--- src/rtl/counter_pkg.sv ---
// Shared constants for the programmable up/down event counter.
package counter_pkg;

  localparam logic DIR_UP    = 1'b0;
  localparam logic DIR_DN    = 1'b1;
  localparam logic MODE_WRAP = 1'b0;
  localparam logic MODE_SAT  = 1'b1;

endpackage : counter_pkg

--- src/rtl/counter_prescaler.sv ---
// Step prescaler: emits one step strobe per (i_presc+1) enabled cycles.
module counter_prescaler #(
  parameter int PRESC_W = 4
) (
  input  logic               clk,
  input  logic               reset,
  input  logic               enable,
  input  logic               clear,
  input  logic [PRESC_W-1:0] i_presc,
  output logic               step
);

  logic [PRESC_W-1:0] phase_q;

  // >= rather than == so lowering i_presc below the current phase
  // steps on the next enable instead of running the phase around.
  assign step = enable && (phase_q >= i_presc);

  // NOTE: sequential state uses non-blocking assignments so every register
  // samples pre-edge values regardless of block ordering.
  always_ff @(posedge clk) begin
    if (reset) begin
      phase_q <= '0;
    end else if (clear) begin
      phase_q <= '0;
    end else if (enable) begin
      phase_q <= step ? '0 : phase_q + 1'b1;
    end
  end

endmodule : counter_prescaler

--- src/rtl/counter_prog_updown.sv ---
// Programmable up/down counter with terminal value, wrap/saturate mode,
// synchronous load, step prescaler, terminal tick and sticky overflow flag.
module counter_prog_updown
  import counter_pkg::*;
#(
  parameter int                 WIDTH     = 8,
  parameter int                 PRESC_W   = 4,
  parameter logic [WIDTH-1:0]   RESET_VAL = '0
) (
  input  logic               clk,
  input  logic               reset,
  input  logic               i_clk_en,
  input  logic               i_count_valid,
  input  logic               i_dir,
  input  logic               i_mode,
  input  logic               i_load,
  input  logic [WIDTH-1:0]   i_load_val,
  input  logic [WIDTH-1:0]   i_max,
  input  logic [PRESC_W-1:0] i_presc,
  input  logic               i_clr_ovf,
  output logic [WIDTH-1:0]   o_count,
  output logic               o_count_end,
  output logic               o_tick,
  output logic               o_ovf
);

  logic [WIDTH-1:0] count_q;
  logic [WIDTH-1:0] count_nxt;
  logic             tick_q;
  logic             ovf_q;
  logic             load;
  logic             qual_valid;
  logic             step;
  logic             terminal;

  assign load       = i_clk_en && i_load;
  assign qual_valid = i_clk_en && i_count_valid && !i_load;

  counter_prescaler #(
    .PRESC_W (PRESC_W)
  ) u_presc (
    .clk     (clk),
    .reset   (reset),
    .enable  (qual_valid),
    .clear   (load),
    .i_presc (i_presc),
    .step    (step)
  );

  assign o_count_end = (i_dir == DIR_UP) ? (count_q >= i_max) : (count_q == '0);
  assign terminal    = step && o_count_end;

  // NOTE: count_nxt is defaulted before any branch so the block stays
  // purely combinational and no latch is inferred.
  always_comb begin
    count_nxt = count_q;
    if (load) begin
      count_nxt = i_load_val;
    end else if (step) begin
      if (i_dir == DIR_UP) begin
        if (count_q < i_max) count_nxt = count_q + 1'b1;
        else                 count_nxt = (i_mode == MODE_SAT) ? i_max : '0;
      end else begin
        if (count_q != '0)   count_nxt = count_q - 1'b1;
        else                 count_nxt = (i_mode == MODE_WRAP) ? i_max : '0;
      end
    end
  end

  always_ff @(posedge clk) begin
    if (reset) begin
      count_q <= RESET_VAL;
      tick_q  <= 1'b0;
      ovf_q   <= 1'b0;
    end else begin
      // terminal already carries i_clk_en, so the tick drops when gated off
      tick_q <= terminal;
      if (i_clk_en) count_q <= count_nxt;
      if (terminal)                     ovf_q <= 1'b1;
      else if (i_clk_en && i_clr_ovf)   ovf_q <= 1'b0;
    end
  end

  assign o_count = count_q;
  assign o_tick  = tick_q;
  assign o_ovf   = ovf_q;

endmodule : counter_prog_updown
--- config.mk ---
export PLATFORM = sky130hd
export DESIGN_NAME = counter_prog_updown
export DESIGN_NICKNAME = d
export VERILOG_FILES = /design/src/rtl/counter_pkg.sv /design/src/rtl/counter_prescaler.sv /design/src/rtl/counter_prog_updown.sv
export SDC_FILE = /design/constraint.sdc
export NUM_CORES = 1
export LEC_CHECK = 0
export CORE_MARGIN = 4
export CORE_UTILIZATION = 49
export DETAILED_ROUTE_END_ITERATION = 12
export GPL_TIMING_DRIVEN = 0
export PLACE_DENSITY = 0.81
export SETUP_SLACK_MARGIN = 0.05
export SLEW_MARGIN = 20
export SYNTH_ARGS = -nofsm -noshare
export SYNTH_HDL_FRONTEND = slang
export SYNTH_HIERARCHICAL = 1
export SYNTH_SLANG_ARGS = --single-unit
--- constraint.sdc ---
create_clock -name clk -period 7.6 [get_ports clk]
set_input_delay 1.9 -clock clk [delete_from_list [all_inputs] [get_ports clk]]
set_output_delay 1.9 -clock clk [all_outputs]
set_load 0.005 [all_outputs]
==> impl_results.rst, run 1 <==
.. list-table::
   :header-rows: 1

   * - Metric
     - Value
   * - Result of the run
     - completed
   * - Post-Syn Area
     - 1560 sq um
   * - Post-synthesis cell count
     - 212
   * - Clock tree from TritonCTS
     - yes
   * - Worst slew margin
     - 57.7%
   * - Pin count of the biggest net entering global routing
     - 11
   * - Hold Slack
     - 0.477 ns
   * - Via density per instance
     - 5.92
   * - CTS buffer count
     - 3
   * - Fraction of registers with async set or reset after synthesis
     - 0%
   * - Critical Path End Type
     - output port
   * - Total design power
     - 242 uW
   * - Static leakage
     - 0.827 nW
   * - Number of routed nets with antenna violations
     - 0
   * - HPWL after DPL
     - 3.49 mm
   * - Number of synthesized flops with an enable pin
     - 0
   * - Final critical delay including setup and external delays
     - 6.13 ns
   * - Cell at the root of the clock tree
     - sky130_fd_sc_hd__clkbuf_4
   * - 1st-pass router iterations
     - 5
   * - Count of yosys warnings during synthesis
     - 6
   * - DRC marker count from the first detailed-route iteration
     - 156
   * - Fin. max-slew vios
     - 0
   * - First-pass GRT wire length
     - 7.36 mm
   * - Share of final-layout standard cells stronger than drive strength 1
     - 6.72%
   * - Predominant post-synthesis flop cell
     - sky130_fd_sc_hd__dfxtp_1
   * - Site Rows
     - 20
   * - Die ar.
     - 4160 sq um
   * - Number of cells upsized or downsized after cts
     - 0
   * - Area inside the core boundary
     - 3050 sq um
   * - Die Wd
     - 64.5 microns
   * - Slew of the pin with the lowest slew margin
     - 0.629 ns
   * - Hold_buf cts
     - 0
   * - Setup_tns
     - 0 ns
   * - Ant diodes
     - 0
   * - Post-Route Utilization
     - 66.4%
   * - Cell Pwr Density
     - 119 nW/um^2
   * - Grt ovf
     - 0
   * - Total length of routed wires
     - 4.45 mm
   * - Effective utilization at floorplan
     - 51.2%
   * - Cell Area, Placed
     - 1990 sq um
   * - Crit Path Category
     - in -> out
   * - Global router's overall resource usage
     - 22.0%
   * - Insertion delay to the later sink of the worst-skew pair
     - 0.29 ns
   * - Largest fanout on the critical path
     - 7
   * - Sequential share of power
     - 33.5%
   * - Endpoint required time on the critical path
     - 5.70 ns
   * - Unrepaired setup endpoints after global routing
     - no
   * - Highest attainable clock frequency
     - 163 MHz
   * - Number of DRC violations after detailed routing
     - 0
   * - IO buf count
     - 37
   * - Total internal power
     - 157 uW
   * - Maximum buffer depth of the clock tree
     - 2
   * - Worst min-delay path class
     - reg -> reg
   * - Maximum capacitance violations
     - 0
   * - Average wire length per cell after detail routing
     - 15.0 microns
   * - Post-Syn Area per Cell
     - 7.38 sq um
   * - Clock Pin Slew Worst Setup and Hold Paths
     - 0.08 ns
   * - Routability congestion estimate from global placement
     - 0.890
   * - Switch share
     - 35.1%
   * - Final number of hold-violating endpoints
     - 0
   * - Area Overhead vs Synth
     - 29.5%
   * - Cell variety after synth
     - 57
   * - Die Ht
     - 64.5 microns
   * - Commonest cells after routing, fill and taps aside
     - 37 x sky130_fd_sc_hd__clkdlybuf4s50_1, 21 x sky130_fd_sc_hd__nand2_1, 19 x sky130_fd_sc_hd__a21oi_1
   * - Arrival time of data at the critical path endpoint
     - 4.23 ns
   * - Vias
     - 1757
   * - Seq/Total Area, Yosys
     - 17.9%
   * - Initial antenna violation count
     - 0
   * - Sw power
     - 84.7 uW
   * - Sinks on Clock Net
     - 14
   * - Post-route fraction of the period consumed by the critical path
     - 80.7%
   * - Final setup viols
     - 0
   * - Portion of total power attributed to combinational logic
     - 43.7%
   * - Proportion of power drawn by the clock network
     - 22.9%
   * - Number of synthesized register bits
     - 14
   * - I/O pin cnt
     - 39
   * - Net Count, Synth
     - 256
   * - Layout Cell Area excl Fill
     - 2030 sq um
   * - Most common cell after layout, fill and taps aside
     - sky130_fd_sc_hd__clkdlybuf4s50_1
   * - Startpoint type of the worst setup path
     - primary input
   * - Worst IR Drop VDD
     - 0.0000717 V
   * - Number of levels in the clock H-tree
     - 1
   * - Nets
     - 298
   * - Via count of the first global-routing pass
     - 1606
   * - Count of buffers added by post-CTS timing repair for setup
     - 0
   * - Clock Skew
     - 0.00691 ns
==> logic make-up after synthesis <==
family | Yosys count | share of synthesized area (%)
DFF | 14 | 17.9
adders and majority gates | 16 | 12.8
buffers and inverters | 30 | 8.16
xor gates and xnor gates | 8 | 4.48
and+or+nand+nor | 77 | 27.2
muxes | 2 | 1.28
AOI/OAI and AO/OA | 65 | 28.2
==> Yosys cell counts (all sizes together) (2+ instances only) <==
cell	n	area share, %
a2111oi	2	1.2
a211oi	3	1.8
a21o	2	0.96
a21oi	19	6.1
a311oi	2	1.1
and3	4	1.6
buf	6	2.4
clkbuf	5	1.2
dfxtp	14	18
ha	16	13
inv	19	4.6
mux2i	2	1.3
nand2	21	5.0
nand3	9	2.9
nand3b	2	0.96
nand4	4	1.6
nor2	10	2.4
nor2b	3	1.2
nor3	5	1.6
nor4	6	2.4
nor4b	2	2.5
o211a	2	1.3
o211ai	2	0.96
o21ai	14	4.5
o221ai	2	1.1
o311ai	3	1.7
o31ai	3	1.4
o41ai	2	1.1
or2	2	0.80
or3	5	2.4
xnor2	5	2.8
xor2	3	1.7
==> power by group through the flow <==
stage               Combinational (mW)  Clock (mW)  Sequential (mW)
floorplan                       0.0657           0           0.0817
global placement                 0.102           0           0.0826
detailed placement               0.104           0           0.0826
CTS                              0.104      0.0559           0.0809
global route                     0.115      0.0595           0.0815
finish                           0.106      0.0552           0.0809
==> metal layers <==
layer	vias up	global-route usage, %	part of all wire (%)
met1	772	28.0	44
met2	97	36.7	46
li1	878	-	-
met5	-	0	0
met4	0	8.97	1.7
met3	10	3.47	8.3
==> critical path, cell delays in order <==
cell and delay [ns]:
sky130_fd_sc_hd__clkdlybuf4s50_1 0.47, sky130_fd_sc_hd__inv_1 0.06, sky130_fd_sc_hd__ha_1 0.33, sky130_fd_sc_hd__a21oi_1 0.14, sky130_fd_sc_hd__a21boi_0 0.10, sky130_fd_sc_hd__nor2_1 0.43, sky130_fd_sc_hd__a41oi_1 0.28, sky130_fd_sc_hd__clkdlybuf4s50_1 0.51
==> final cells by class <==
class | count | area, sq um
inverters | 19 | 71.3
well taps | 44 | 55.1
fillers | 275 | 1030
clock buffers | 4 | 36.3
repair buffers | 37 | 370
multi-input cells | 168 | 1160
plain buffers | 11 | 56.3
flip-flops and latches | 14 | 280
==> flip-flops by register name, indices dropped and copies added (netlist names) <==
signal / flops
o_ovf: 1
o_tick: 1
u_presc/phase_q: 4
o_count: 8
==> final timing paths <==
| check | slack [ns] | cells after the start | from | end |
|---|---|---|---|---|
| min reg2reg | 0.48 | 2 | o_ovf | o_ovf |
| min | 0.48 | 2 | o_ovf | o_ovf |
| max | 1.47 | 8 | i_max[6] | o_count_end |
| max reg2reg | 4.85 | 9 | o_count[0] | o_count[4] |
==> metrics by stage <==
stage                     setup WS (ns)  instances
final                              1.47        297
after global routing               1.36        297
after CTS                          1.51        297
after detailed placement           1.52        293
after global placement             1.51        293
after floorplan                    2.77        212
(Power assumes the default switching activity.)
==> run 2: changes to the inputs <==
Settings changed: CORE_UTILIZATION 49 to 45, PLACE_DENSITY 0.81 to 0.78.
Clock period 7.6 ns to 5.42 ns, I/O delays scaled along.
==> run 2 against run 1 <==
Via count shrank 0.23%; worst hold slack lost 0.0084 ns; combinational power grew 40%; highest routed layer unchanged; wire length shrank 4.4%; worst setup slack lost 1.1 ns; flip-flop and latch count is the same; critical path type unchanged; register-to-register slack lost 2.1 ns; critical path depth shrank 1; clock skew shrank 0.0053 ns; clock power grew 35%; sequential power grew 40%; count of clock-buffer cells in the layout is the same.
==> impl_results.rst, run 2 (same netlist as run 1, synthesis figures left out) <==
.. list-table::
   :header-rows: 1

   * - Metric
     - Value
   * - Result of the run
     - completed
   * - Final number of hold-violating endpoints
     - 0
   * - Cell at the root of the clock tree
     - sky130_fd_sc_hd__clkbuf_4
   * - Grt ovf
     - 0
   * - Final setup viols
     - 0
   * - Worst slew margin
     - 59.2%
   * - Number of levels in the clock H-tree
     - 1
   * - Startpoint type of the worst setup path
     - primary input
   * - Unrepaired setup endpoints after global routing
     - no
   * - Maximum capacitance violations
     - 0
   * - 1st-pass router iterations
     - 4
   * - Crit Path Category
     - in -> out
   * - Fin. max-slew vios
     - 0
   * - Number of flip-flops under the largest register name
     - 8
   * - Pin count of the biggest net entering global routing
     - 11
   * - Die ar.
     - 4480 sq um
   * - Endpoint required time on the critical path
     - 4.07 ns
   * - Static leakage
     - 0.827 nW
   * - Effective utilization at floorplan
     - 46.9%
   * - Post-Route Utilization
     - 60.8%
   * - Number of DRC violations after detailed routing
     - 0
   * - Count of buffers added by post-CTS timing repair for setup
     - 0
   * - HPWL after DPL
     - 3.44 mm
   * - First-pass GRT wire length
     - 7.07 mm
   * - Worst IR Drop VDD
     - 0.000117 V
   * - Arrival time of data at the critical path endpoint
     - 3.65 ns
   * - I/O pin cnt
     - 39
   * - Clock Pin Slew Worst Setup and Hold Paths
     - 0.08 ns
   * - Die Wd
     - 67.0 microns
   * - Nets
     - 298
   * - Via count of the first global-routing pass
     - 1598
   * - Most common cell after layout, fill and taps aside
     - sky130_fd_sc_hd__clkdlybuf4s50_1
   * - Share of final-layout standard cells stronger than drive strength 1
     - 6.72%
   * - Site Rows
     - 21
   * - Sinks on Clock Net
     - 14
   * - Cell at the slowest stage of the critical path
     - sky130_fd_sc_hd__clkdlybuf4s50_1
   * - Number of routed nets with antenna violations
     - 0
   * - CTS buffer count
     - 3
   * - Final-layout fill cell count
     - 326
   * - Worst reg-to-reg setup slack
     - 2.73 ns
   * - Routability congestion estimate from global placement
     - 0.876
   * - Clock tree from TritonCTS
     - yes
   * - Vias
     - 1753
   * - Highest attainable clock frequency
     - 200 MHz
   * - Average wire length per cell after detail routing
     - 14.2 microns
   * - Clock Skew
     - 0.00165 ns
   * - Largest fanout on the critical path
     - 3
   * - Critical Path End Type
     - output port
   * - Crit-path cells
     - clkdlybuf4s50_1 > inv_1 > ha_1 > nand4_1 > or2_2 > a41oi_1 > clkdlybuf4s50_1
   * - Area Overhead vs Synth
     - 29.7%
   * - Via density per instance
     - 5.86
   * - Hold_buf cts
     - 0
   * - Ant diodes
     - 0
   * - Die Ht
     - 67.0 microns
   * - Setup_tns
     - 0 ns
   * - Slew of the pin with the lowest slew margin
     - 0.607 ns
   * - Insertion delay to the later sink of the worst-skew pair
     - 0.28 ns
   * - Commonest cells after routing, fill and taps aside
     - 37 x sky130_fd_sc_hd__clkdlybuf4s50_1, 21 x sky130_fd_sc_hd__nand2_1, 19 x sky130_fd_sc_hd__a21oi_1
   * - Initial antenna violation count
     - 0
   * - IO buf count
     - 37
   * - Final critical delay including setup and external delays
     - 5.01 ns
   * - Worst min-delay path class
     - reg -> reg
   * - Post-route fraction of the period consumed by the critical path
     - 92.4%
   * - Delay contributed by the slowest stage of the critical path
     - 0.57 ns
   * - Number of cells upsized or downsized after cts
     - 0
   * - Top cell by count, worst path
     - sky130_fd_sc_hd__clkdlybuf4s50_1
   * - Cell Pwr Density
     - 165 nW/um^2
   * - Maximum buffer depth of the clock tree
     - 2
   * - Area inside the core boundary
     - 3340 sq um
   * - DRC marker count from the first detailed-route iteration
     - 83
   * - Total length of routed wires
     - 4.26 mm
   * - Global router's overall resource usage
     - 20.0%
-- run 2: cell counts in the layout (fill, tap and decap cells not counted) --
Identical to the previous run, type by type.
-- run 2: path summary, 6_finish.rpt --
| kind | to | startpoint | cells past startpoint |
|---|---|---|---|
| worst max-delay path | o_count_end | i_max[6] | 7 |
| worst min-delay path | o_ovf | o_ovf | 2 |
| worst max register to register | o_count[4] | o_count[0] | 9 |
| worst min register to register | o_ovf | o_ovf | 2 |
-- run 2: cell type report --
cell class / instances / area, sq um / share of cell area (%)
plain buffers: 11 / 56.3 / 2.78
clock buffers: 4 / 36.3 / 1.79
inverters: 19 / 71.3 / 3.52
multi-input cells: 168 / 1160 / 57.0
flip-flops and latches: 14 / 280 / 13.8
well taps: 46 / 57.6 / 2.84
repair buffers: 37 / 370 / 18.3
-- run 2: routing by layer --
metal	track usage, %	share of wire [%]	vias up	routed length, microns
li1	-	-	874	-
met1	27.3	47	812	2000
met2	31.8	45	59	1910
met3	2.70	6.1	8	261
met4	7.34	1.9	0	82
met5	0	0	-	0
-- run 2: report_power, final --
group	switching, mW	leakage, nW	internal [mW]	total [mW]
combinational	0.0755	0.692	0.0721	0.148
clock	0.0338	0.0210	0.0408	0.0747
sequential	0.00610	0.114	0.107	0.113
total	0.115	0.827	0.220	0.336
-- run 2: worst max-delay path, delay by kind of cell --
family / cells / cell delay, ns
and+or+nand+nor: 2 / 0.54
AOI/OAI and AO/OA: 1 / 0.33
adders and majority gates: 1 / 0.32
buffers and inverters: 3 / 1.12
-- run 2: stage by stage --
step                std cells  power [mW]  cell area [sq um]  setup slack (ns)  hold slack [ns]
global route              299       0.361               2030             0.259            0.509
floorplan                 212       0.207               1560              1.68            0.453
detailed placement        295       0.261               1990             0.466            0.457
global placement          295       0.261               1990             0.453            0.444
finish                    299       0.336               2030             0.412            0.468
CTS                       299       0.337               2030             0.447            0.471
